==> src/rtl/rf_writeback_unit.sv <==
// Register-file write-port arbiter: pipeline writeback plus a buffered long-latency source.
// Optional starvation guard enabled by defining RF_WB_STARVE_EN.
module rf_writeback_unit #(
    parameter int REG_COUNT    = 32,
    parameter int DATA_WIDTH   = 32,
    parameter int DEPTH        = 4,
    parameter int ZERO_PROTECT = 1,
    parameter int STARVE_LIMIT = 8,
    localparam int AW          = $clog2(REG_COUNT),
    localparam int CW          = $clog2(DEPTH) + 1
) (
    input  logic                  clk_i,
    input  logic                  rst_i,
    input  logic                  wb_valid_i,
    input  logic [AW-1:0]         wb_addr_i,
    input  logic [DATA_WIDTH-1:0] wb_data_i,
    input  logic                  lu_valid_i,
    output logic                  lu_ready_o,
    input  logic [AW-1:0]         lu_addr_i,
    input  logic [DATA_WIDTH-1:0] lu_data_i,
    output logic                  rf_write_en_o,
    output logic [AW-1:0]         rf_write_addr_o,
    output logic [DATA_WIDTH-1:0] rf_write_data_o,
    input  logic [AW-1:0]         chk_addr_i,
    output logic                  chk_pending_o,
    output logic [CW-1:0]         count_o,
    output logic                  wb_stall_o
);

    localparam int PW = $clog2(DEPTH);

    if (DEPTH < 2 || (DEPTH & (DEPTH - 1)) != 0 || STARVE_LIMIT < 1) begin : g_param_check
        $error("rf_writeback_unit: bad DEPTH or STARVE_LIMIT");
    end

    logic [AW-1:0]         q_addr [DEPTH];
    logic [DATA_WIDTH-1:0] q_data [DEPTH];
    logic [DEPTH-1:0]      q_live;
    logic [PW-1:0]         head;
    logic [PW-1:0]         tail;
    logic [CW-1:0]         count;
    logic [CW-1:0]         count_next;
    logic                  ready;

    logic wb_ok;
    logic lu_ok;
    logic wb_sel;
    logic push;
    logic pop;
    logic not_empty;
    logic head_prio;

    assign count_o    = count;
    assign lu_ready_o = ready;

    // Address-0 requests are dropped here; a dropped lu request still handshakes.
    always_comb begin
        wb_ok      = wb_valid_i && !(ZERO_PROTECT != 0 && wb_addr_i == '0);
        lu_ok      = lu_valid_i && ready
                     && !(ZERO_PROTECT != 0 && lu_addr_i == '0);
        not_empty  = count != '0;
        wb_sel     = wb_ok && !head_prio;
        push       = lu_ok;
        pop        = not_empty && !wb_sel;
        count_next = count + CW'(push) - CW'(pop);
    end

    always_comb begin
        logic [PW-1:0] off;
        off           = '0;
        chk_pending_o = 1'b0;
        for (int i = 0; i < DEPTH; i++) begin
            off = PW'(i) - head;
            if ({1'b0, off} < count && q_live[i] && q_addr[i] == chk_addr_i)
                chk_pending_o = 1'b1;
        end
    end

    always_ff @(posedge clk_i) begin
        if (push) begin
            q_addr[tail] <= lu_addr_i;
            q_data[tail] <= lu_data_i;
        end
    end

    always_ff @(posedge clk_i) begin
        if (rst_i) begin
            head            <= '0;
            tail            <= '0;
            count           <= '0;
            ready           <= 1'b1;
            q_live          <= '0;
            rf_write_en_o   <= 1'b0;
            rf_write_addr_o <= '0;
            rf_write_data_o <= '0;
        end else begin
            count <= count_next;
            ready <= count_next < CW'(DEPTH);
            if (wb_sel) begin
                rf_write_en_o   <= 1'b1;
                rf_write_addr_o <= wb_addr_i;
                rf_write_data_o <= wb_data_i;
            end else if (pop) begin
                rf_write_en_o   <= q_live[head];
                rf_write_addr_o <= q_addr[head];
                rf_write_data_o <= q_data[head];
            end else begin
                rf_write_en_o   <= 1'b0;
            end
            if (pop)
                head <= head + PW'(1);
            // The pipeline result is younger: it kills any queued write to the same register.
            if (wb_sel) begin
                for (int i = 0; i < DEPTH; i++) begin
                    if (q_addr[i] == wb_addr_i)
                        q_live[i] <= 1'b0;
                end
            end
            if (push) begin
                tail         <= tail + PW'(1);
                q_live[tail] <= !(wb_sel && lu_addr_i == wb_addr_i);
            end
        end
    end

`ifdef RF_WB_STARVE_EN
    localparam int SW = $clog2(STARVE_LIMIT + 1);

    logic [SW-1:0] starve;
    logic          stall;

    always_ff @(posedge clk_i) begin
        if (rst_i) begin
            starve <= '0;
            stall  <= 1'b0;
        end else if (pop) begin
            starve <= '0;
            stall  <= 1'b0;
        end else if (not_empty && wb_ok && !stall) begin
            starve <= starve + SW'(1);
            if (starve == SW'(STARVE_LIMIT - 1))
                stall <= 1'b1;
        end
    end

    assign head_prio  = stall;
    assign wb_stall_o = stall;

    a_no_wb_during_stall: assert property (
        @(posedge clk_i) disable iff (rst_i) !(wb_valid_i && stall)
    );
`else
    assign head_prio  = 1'b0;
    assign wb_stall_o = 1'b0;
`endif

endmodule
==> config.mk <==
export PLATFORM = sky130hd
export DESIGN_NAME = rf_writeback_unit
export DESIGN_NICKNAME = d
export VERILOG_FILES = /design/src/rtl/rf_writeback_unit.sv
export SDC_FILE = /design/constraint.sdc
export NUM_CORES = 1
export LEC_CHECK = 0
export CAP_MARGIN = 10
export CORE_MARGIN = 4
export CORE_UTILIZATION = 60
export CTS_CLUSTER_DIAMETER = 100
export DETAILED_ROUTE_END_ITERATION = 8
export DONT_BUFFER_PORTS = 1
export PLACE_DENSITY = 0.76
export SLEW_MARGIN = 20
export SYNTH_ARGS = -nofsm -noshare
export SYNTH_HDL_FRONTEND = slang
export SYNTH_SLANG_ARGS = --single-unit
export TNS_END_PERCENT = 100
==> constraint.sdc <==
create_clock -name clk_i -period 6.9 [get_ports clk_i]
set_input_delay 0.69 -clock clk_i [delete_from_list [all_inputs] [get_ports clk_i]]
set_output_delay 0.69 -clock clk_i [all_outputs]
set_load 0.02 [all_outputs]
==> results.txt, run 1 <==
The top cell type by area accounts for 51.4% of the synthesized area. The share of flip-flops with an asynchronous set or reset after synthesis came out at 0%. The first-pass GRT wire length is 26900 um. The critical path goes through inv_1 > ha_1 > inv_1 > a2111oi_0 > or4_1.

The total count of hold-check failures in the final report is 0. The number of synthesized register bits is 200. The number of DRC markers after the initial detailed-route iteration came out at 257. The ratio of total power to cell area is 355 nW/um^2. The count of placed standard cells including taps is 711. The number of detailed-routing iterations run before antenna repair came out at 4.

Among the stages of the critical path, the cell type that occurs most often is inv_1. The number of buffers created by CTS came out at 17. The relative area change from synthesis to final layout is 6.39%.

The post-synth design cell area is 8650 um^2. The ratio of cells with drive above 1 in the final layout is 21.7%. The worst hold path cell count came out at 1.

The top cell types in the final layout, fill and taps aside, are edfxtp_1 (148), dfxtp_1 (50), nand2_1 (46). STA puts the critical path data arrival time at 2.39 ns. The tightest hold path in the finished design has a slack of 0.320 ns.

The number of buffers inserted for hold repair after clock tree synthesis is 0. The largest clock skew in the final design came out at 0.0151 ns. The count of cells resized by post-cts repair is 0.

The number of max-slew violations in the final report came out at 0. The average detailed-routed wire length per instance is 23.5 um. The number of standard cells in the final layout excluding fillers is 743. The post-route fraction of the period consumed by the critical path came out at 44.6%.

In this run the most critical hold path is launched from rst_i. The die is 128 um tall. The run finished with clean final reports. Adding up every negative setup slack in the final design gives 0 ns. Clock-pin slew was measured on the worst setup and hold paths at 0.07 ns. The met2 layer wire length in the routed design is 9080 um. The number of ports placed on the die boundary came out at 127. The quantity of I/O buffers inserted on ports came out at 0. The initial standard-cell utilization of the core came out at 61.8%. After detailed routing, the number of remaining DRC violations is 0.

The routed metal-1 wirelength came out at 6940 um. The total area inside the core boundary comes to 14000 um^2. The width of the die is 128 um. The clock latency at the later pin of the worst-skew pair came out at 0.43 ns.

The cell leakage power is 3.03 nW. The worst supply voltage drop on vdd came out at 0.000229 V. The post-detailed-routing wire length came out at 17500 um. The post-detailed-route count of antenna-violating nets came out at 0. The overall power consumption came out at 3.27 mW. The deepest level of the CTS H-tree came out at 4. The clock tree root buffer cell is clkbuf_16. The detailed router used layers up to and including met4.

The count of vias placed by the detailed router is 4548. The total number of placement rows is 43. The remaining global-route overflow is 0. After layout, the minimum clock period comes to 3.08 ns. The clock sink count is 200. The via count of the first global-routing pass is 4823.

The library cell used most frequently in the layout, excluding fill and tap cells, is edfxtp_1. Along the worst path, the maximum fanout reaches 6. The max-capacitance violation count came out at 0. The post-placement setup slack came out at 3.46 ns.

Among all flip-flop cells after synthesis, the most frequent one is edfxtp_1. By startpoint and endpoint, the worst setup path is classified as reg2out. In the global route stage, overall resource usage came out at 22.5%. For hold timing, the worst endpoint is rf_write_data_o[10]$_SDFFE_PP0P_. The number of diodes added for antenna fixing came out at 0. The number of nets in the synthesized netlist is 662.

The final setup slack of the worst path came out at 3.82 ns. After synthesis, the cell types taking the most area are edfxtp_1 (51%), dfxtp_1 (12%), mux4_2 (9.9%). The startpoint identified for the worst register-to-register timing path is count_o[2]$_SDFF_PP0_. The setup slack of the worst register-to-register path is 4.13 ns. The Yosys warning count is 0. The maximum clock rate came out at 325 MHz.

Counting distinct cell types in the post-synthesis netlist gives 39. The fill cell instance count of the final layout came out at 968. The number of failing setup endpoints in the final timing report is 0. The final net count is 644. The buffer count from post-CTS setup fixing is 0. The delay contributed by the slowest stage of the critical path is 0.68 ns.

The worst endpoint required time came out at 6.21 ns. The worst max-slew margin expressed relative to the limit came out at 33.7%. Setup repair after global routing left no endpoint under its margin. The post-synthesis cell count is 568. The floorplan step defined a die boundary enclosing 16400 um^2. No sink is reached through more buffers than the 2 on the longest clock path. The initial antenna violation count is 0. For the worst flop-to-flop path, the logic depth is 12. Summing the sequential cell areas from Yosys gives 63.4% of the chip area. Averaged over all synthesized cells, the footprint is 15.2 um^2. The worst register-to-register path ends at count_o[2]$_SDFF_PP0_.

Of all cell types, the one taking the most synthesized area is edfxtp_1. The slowest stage of the critical path belongs to the cell or4_1. The element type at the critical path end is a primary output. The min-delay analysis places its worst path in the category in2reg.

The routed wire length on met3 came out at 1260 um. The estimated wirelength of the detail-placed design is 11000 um. The element type at the critical path start is a register. At the pin with the least slew margin, the transition time is 0.993 ns. The maximum number of pins on one net before global-route repair came out at 52.

TritonCTS built the clock tree. The via-per-instance ratio came out at 6.12. The number of flops mapped to enable cells by yosys came out at 148. The placer's final routability congestion estimate came out at 0.855.
-- final cells by class --
class | instances | area (um^2) | share of cell area (%)
clock buffer | 20 | 457 | 4.96
clock inverter | 12 | 141 | 1.54
inverter | 19 | 71.3 | 0.775
multi-input combinational | 308 | 2790 | 30.3
sequential | 200 | 5490 | 59.7
tap | 180 | 225 | 2.45
timing repair buffer | 4 | 30.0 | 0.326
-- synth_stat cells, types with 2 or more instances --
master	number
edfxtp_1	148
dfxtp_1	52
nand2_1	46
a21oi_1	42
mux4_2	38
nor2_1	38
a211oi_2	35
xnor2_1	34
inv_1	19
clkbuf_1	16
xor2_1	15
buf_6	10
ha_1	10
clkbuf_8	7
buf_2	6
nand3_1	5
nand4_1	5
nor2b_1	5
a2111oi_0	4
mux2i_1	4
o21ai_0	4
o41ai_1	4
a21boi_0	2
a221oi_2	2
nor3_1	2
or4_1	2
-- report_power, final --
group	leakage (nW)	switching, mW	internal, mW	total, mW
Clock	0.295	0.431	0.559	0.990
Sequential	1.79	0.178	1.45	1.63
Combinational	0.947	0.371	0.279	0.650
Total	3.03	0.980	2.29	3.27
-- worst max-delay path, delay by kind of cell (launching register included) --
family,cells,cell delay (ns)
adder cells (fa/ha/maj),1,0.35
AO/OA/AOI/OAI,1,0.08
flip-flops,1,0.59
AND/OR/NAND/NOR,1,0.68
buffers and inverters,2,0.26
-- through the flow --
stage	area (um^2)	utilization (%)
detailed placement	8600	61.5
global route	9200	65.8
CTS	9200	65.8
finish	9200	65.8
floorplan	8650	-
global placement	8600	61.5
-- kinds of logic after synthesis --
kind of cell    after synthesis  share of synthesized area [%]
fa+ha+maj                    11                           1.68
buf+inv                      60                           4.41
mux                          42                           10.4
flops                       200                           63.4
simple gates                106                           5.22
other cells                   1                         0.0433
xor+xnor                     49                           4.96
compound gates               99                           9.92
-- routing by layer --
metal	up-vias	global-route usage (%)
met4	0	6.99
met3	15	7.96
met2	139	38.4
li1	2083	-
met1	2311	26.9
met5	-	0
-- registers in the layout, summed over array words and instances (netlist names), named ones only --
name,cells
head,2
tail,2
q_addr,20
q_data,128
q_live,4
lu_ready_o,1
count_o,3
rf_write_addr_o,5
rf_write_data_o,32
rf_write_en_o,1
-- worst max path at each step --
stage / startpoint / end / slack (ns) / cells after the start
global placement: wb_addr_i[1] / count_o[2]$_SDFF_PP0_ / 3.56 / 12
CTS: count_o[1]$_SDFF_PP0_ / chk_pending_o / 3.78 / 5
detailed placement: wb_addr_i[1] / count_o[2]$_SDFF_PP0_ / 3.46 / 12
floorplan: wb_addr_i[2] / count_o[2]$_SDFF_PP0_ / 3.76 / 14
global route: count_o[1]$_SDFF_PP0_ / chk_pending_o / 3.65 / 4
finish: count_o[1]$_SDFF_PP0_ / chk_pending_o / 3.82 / 5
Note: power is estimated with default switching activity, not from simulation.
==> inputs of run 2 (changes only) <==
- clock period: 6.9 -> 2.9 ns (I/O delays scaled with it)
==> results.txt, run 2 (synthesis gave the netlist of run 1 again) <==
The run finished with clean final reports. The element type at the critical path end is a primary output. The post-route fraction of the period consumed by the critical path is 93.5%. The area growth from synthesis to layout is 11.3%. The count of vias placed by the detailed router is 4825 (+6.1%). The register with the most flip-flops in the final layout is q_data. The ratio of cells with drive above 1 in the final layout was 21.0% (-0.68 points).

The endpoint arrival time on the critical path is 2.42 ns (+0.03 ns). The final setup TNS was 0 ns (unchanged). The tree is rooted in a clkbuf_16. Setup repair after global routing left no endpoint under its margin. The fill cell instance count of the final layout came out at 952 (-1.7%). The flip-flop count of the largest register after layout came out at 128 (unchanged).

The fraction of power spent switching nets came out at 30.7% (+0.70 points). The path class of the tightest hold or removal check is in2reg. The critical path class is reg2out. The cell leakage power came out at 3.21 nW (+6.0%). The worst max-slew margin expressed relative to the limit is 34.6% (+0.88 points). The family of cells with the greatest summed delay on the critical path is simple AND/OR/NAND/NOR gates. The placer's final routability congestion estimate came out at 0.878 (+2.6%). The number of ports placed on the die boundary came out at 127 (unchanged).

The number of remaining DRC errors is 0 (unchanged). The via-per-instance ratio is 6.15 (+0.41%). The total routing usage reported by global routing came out at 23.5% (+1.0 points).

The number of standard cells in the final layout excluding fillers is 785 (+5.7%). The total net switching power is 2.43 mW (+150%). The remaining global-route overflow is 0 (unchanged). The storage element area is 5490 um^2 (about the same). The overall die area came out at 16400 um^2 (unchanged).

Timing would allow up to 369 MHz. The number of buffers created by CTS is 17 (unchanged). The count of placed standard cells including taps is 715 (+0.56%).

The internal power contribution is 5.49 mW (+140%). The largest registers in the layout are q_data x128, rf_write_data_o x32, q_addr x20. The estimated wirelength of the detail-placed design came out at 11400 um (+3.1%).

The quantity of I/O buffers inserted on ports came to 0 (unchanged). The largest fanout on the critical path was 6 (unchanged). The total number of placement rows came out at 43 (unchanged). The number of diodes added for antenna fixing is 0 (unchanged). The number of detailed-routing iterations run before antenna repair came out at 5 (+1). The share of total power in combinational logic came out at 21.7% (+1.8 points).

The area used by multi-input combinational logic came out at 2790 um^2 (unchanged). The worst supply voltage drop on vdd is 0.000714 V (+210%). The number of failing setup endpoints in the final timing report came out at 0 (unchanged).

The final period demand of the worst path came out at 2.71 ns. The buffer count from post-CTS setup fixing is 0 (unchanged). TritonCTS built the clock tree. The clock latency at the later pin of the worst-skew pair is 0.43 ns (about the same).

The number of buffer and inverter stages on the critical path is 2 (unchanged). The delay contributed by the slowest stage of the critical path is 0.67 ns (about the same). The deepest level of the CTS H-tree is 4 (unchanged). The initial antenna violation count came out at 0 (unchanged).

For this design, the slowest cell found on the critical path is or4_1. The average detailed-routed wire length per instance came out at 23.2 um (-1.5%). The maximum number of pins on one net before global-route repair came out at 47 (-9.6%). The number of DRC markers after the initial detailed-route iteration is 363 (+41%). The final net count is 686 (+6.5%). The initial standard-cell utilization of the core came to 61.8% (unchanged). The via count of the first global-routing pass was 5140 (+6.6%). The clock-pin slew of the registers on the worst-case setup and hold paths is 0.07 ns (about the same).

The largest clock skew in the final design was 0.0105 ns (-0.00460 ns). By instance count, the cell type seen most on the critical path is inv_1. STA classifies the critical path startpoint as a register. The buffer levels on the longest clock path is 2 (unchanged).

The standard cell core area came out at 14000 um^2 (unchanged). The sequential group share of total power is 48.3% (-1.5 points). In this run the worst setup path begins at count_o[1]$_SDFF_PP0_. The post-detailed-route count of antenna-violating nets came out at 0 (unchanged).

The total count of hold-check failures in the final report was 0 (unchanged). In the layout the commonest cells are edfxtp_1 (148), dfxtp_1 (50), nand2_1 (46). The width of the die came out at 128 um (unchanged). The worst reg2reg path startpoint is lu_ready_o$_SDFF_PP1_. Leaving out fill and tap cells, the most frequent cell in the layout is edfxtp_1.

The count of cells resized by post-cts repair is 0 (unchanged). The first-pass GRT wire length came to 28500 um (+5.9%). The post-detailed-routing wire length is 18200 um (+4.1%).

The max-capacitance violation count came out at 0 (unchanged). The worst endpoint required time was 2.61 ns (-3.60 ns). The clock network fraction of design power came to 30.0% (-0.3 points). The number of buffers inserted for hold repair after clock tree synthesis came out at 38 (+38). The clock sink count came out at 200 (unchanged). The number of max-slew violations in the final report came out at 0 (unchanged).

The slew at the pin closest to its max-slew limit came out at 0.980 ns (-0.0131 ns). The vertical extent of the die is 128 um (unchanged). Traced cell by cell, the critical path runs through inv_1 > ha_1 > inv_1 > a2111oi_0 > or4_1. The ratio of total power to cell area came out at 822 nW/um^2 (+130%). In this run the most critical hold path is launched from wb_addr_i[3].
-- run 2: final cells by class --
cell class,instances,share of cell area [%]
clock buffers,19,4.71
inverters,19,0.741
repair buffers,46,4.76
flip-flops and latches,200,57.0
multi-input cells,308,29.0
clock inverters,13,1.46
well taps,180,2.34
-- run 2: worst register-to-register path, stage by stage (launching register included) --
cell and delay, ns:
dfxtp_1 0.47, o211a_1 0.33, inv_1 0.09, ha_1 0.27
inv_1 0.06, ha_1 0.12, inv_1 0.05, fa_1 0.38
xnor2_1 0.15, xnor2_1 0.14, nand2b_1 0.11, inv_1 0.05
-- run 2: layer usage --
| metal | vias up | GRT usage (%) | routed length (um) |
|---|---|---|---|
| met5 | - | 0 | 0 |
| met3 | 25 | 6.00 | 1160 |
| met4 | 0 | 6.37 | 242 |
| met1 | 2467 | 30.2 | 7360 |
| met2 | 168 | 40.1 | 9440 |
| li1 | 2165 | - | - |
-- run 2: final timing paths --
check / to / slack, ns / cells past startpoint
worst min register to register: tail[1]$_SDFFE_PP0N_ / 0.51 / 2
worst min-delay path: rf_write_addr_o[3]$_SDFFE_PP0P_ / 0.04 / 2
worst max register to register: count_o[2]$_SDFF_PP0_ / 0.57 / 11
worst max-delay path: chk_pending_o / 0.19 / 5
-- run 2: power groups by stage --
stage	Clock (mW)	Sequential, mW	Combinational [mW]
after floorplan	0	3.79	1.38
after global placement	0	3.87	1.61
after detailed placement	0	3.89	1.67
after CTS	2.40	3.83	1.76
after global routing	2.53	3.86	1.91
final	2.37	3.82	1.72
-- run 2: per-stage QoR --
| step | worst slack, ns | utilization [%] | cell area [um^2] | hold WS (ns) | power [mW] |
|---|---|---|---|---|---|
| floorplan | 0.157 | - | 8650 | 0.389 | 5.17 |
| global placement | 0.347 | 61.7 | 8630 | 0.364 | 5.48 |
| detailed placement | 0.228 | 61.7 | 8630 | 0.367 | 5.56 |
| CTS | 0.187 | 68.8 | 9620 | 0.0247 | 7.98 |
| global route | 0.0857 | 68.8 | 9620 | 0.0368 | 8.30 |
| finish | 0.189 | 68.8 | 9620 | 0.0444 | 7.91 |
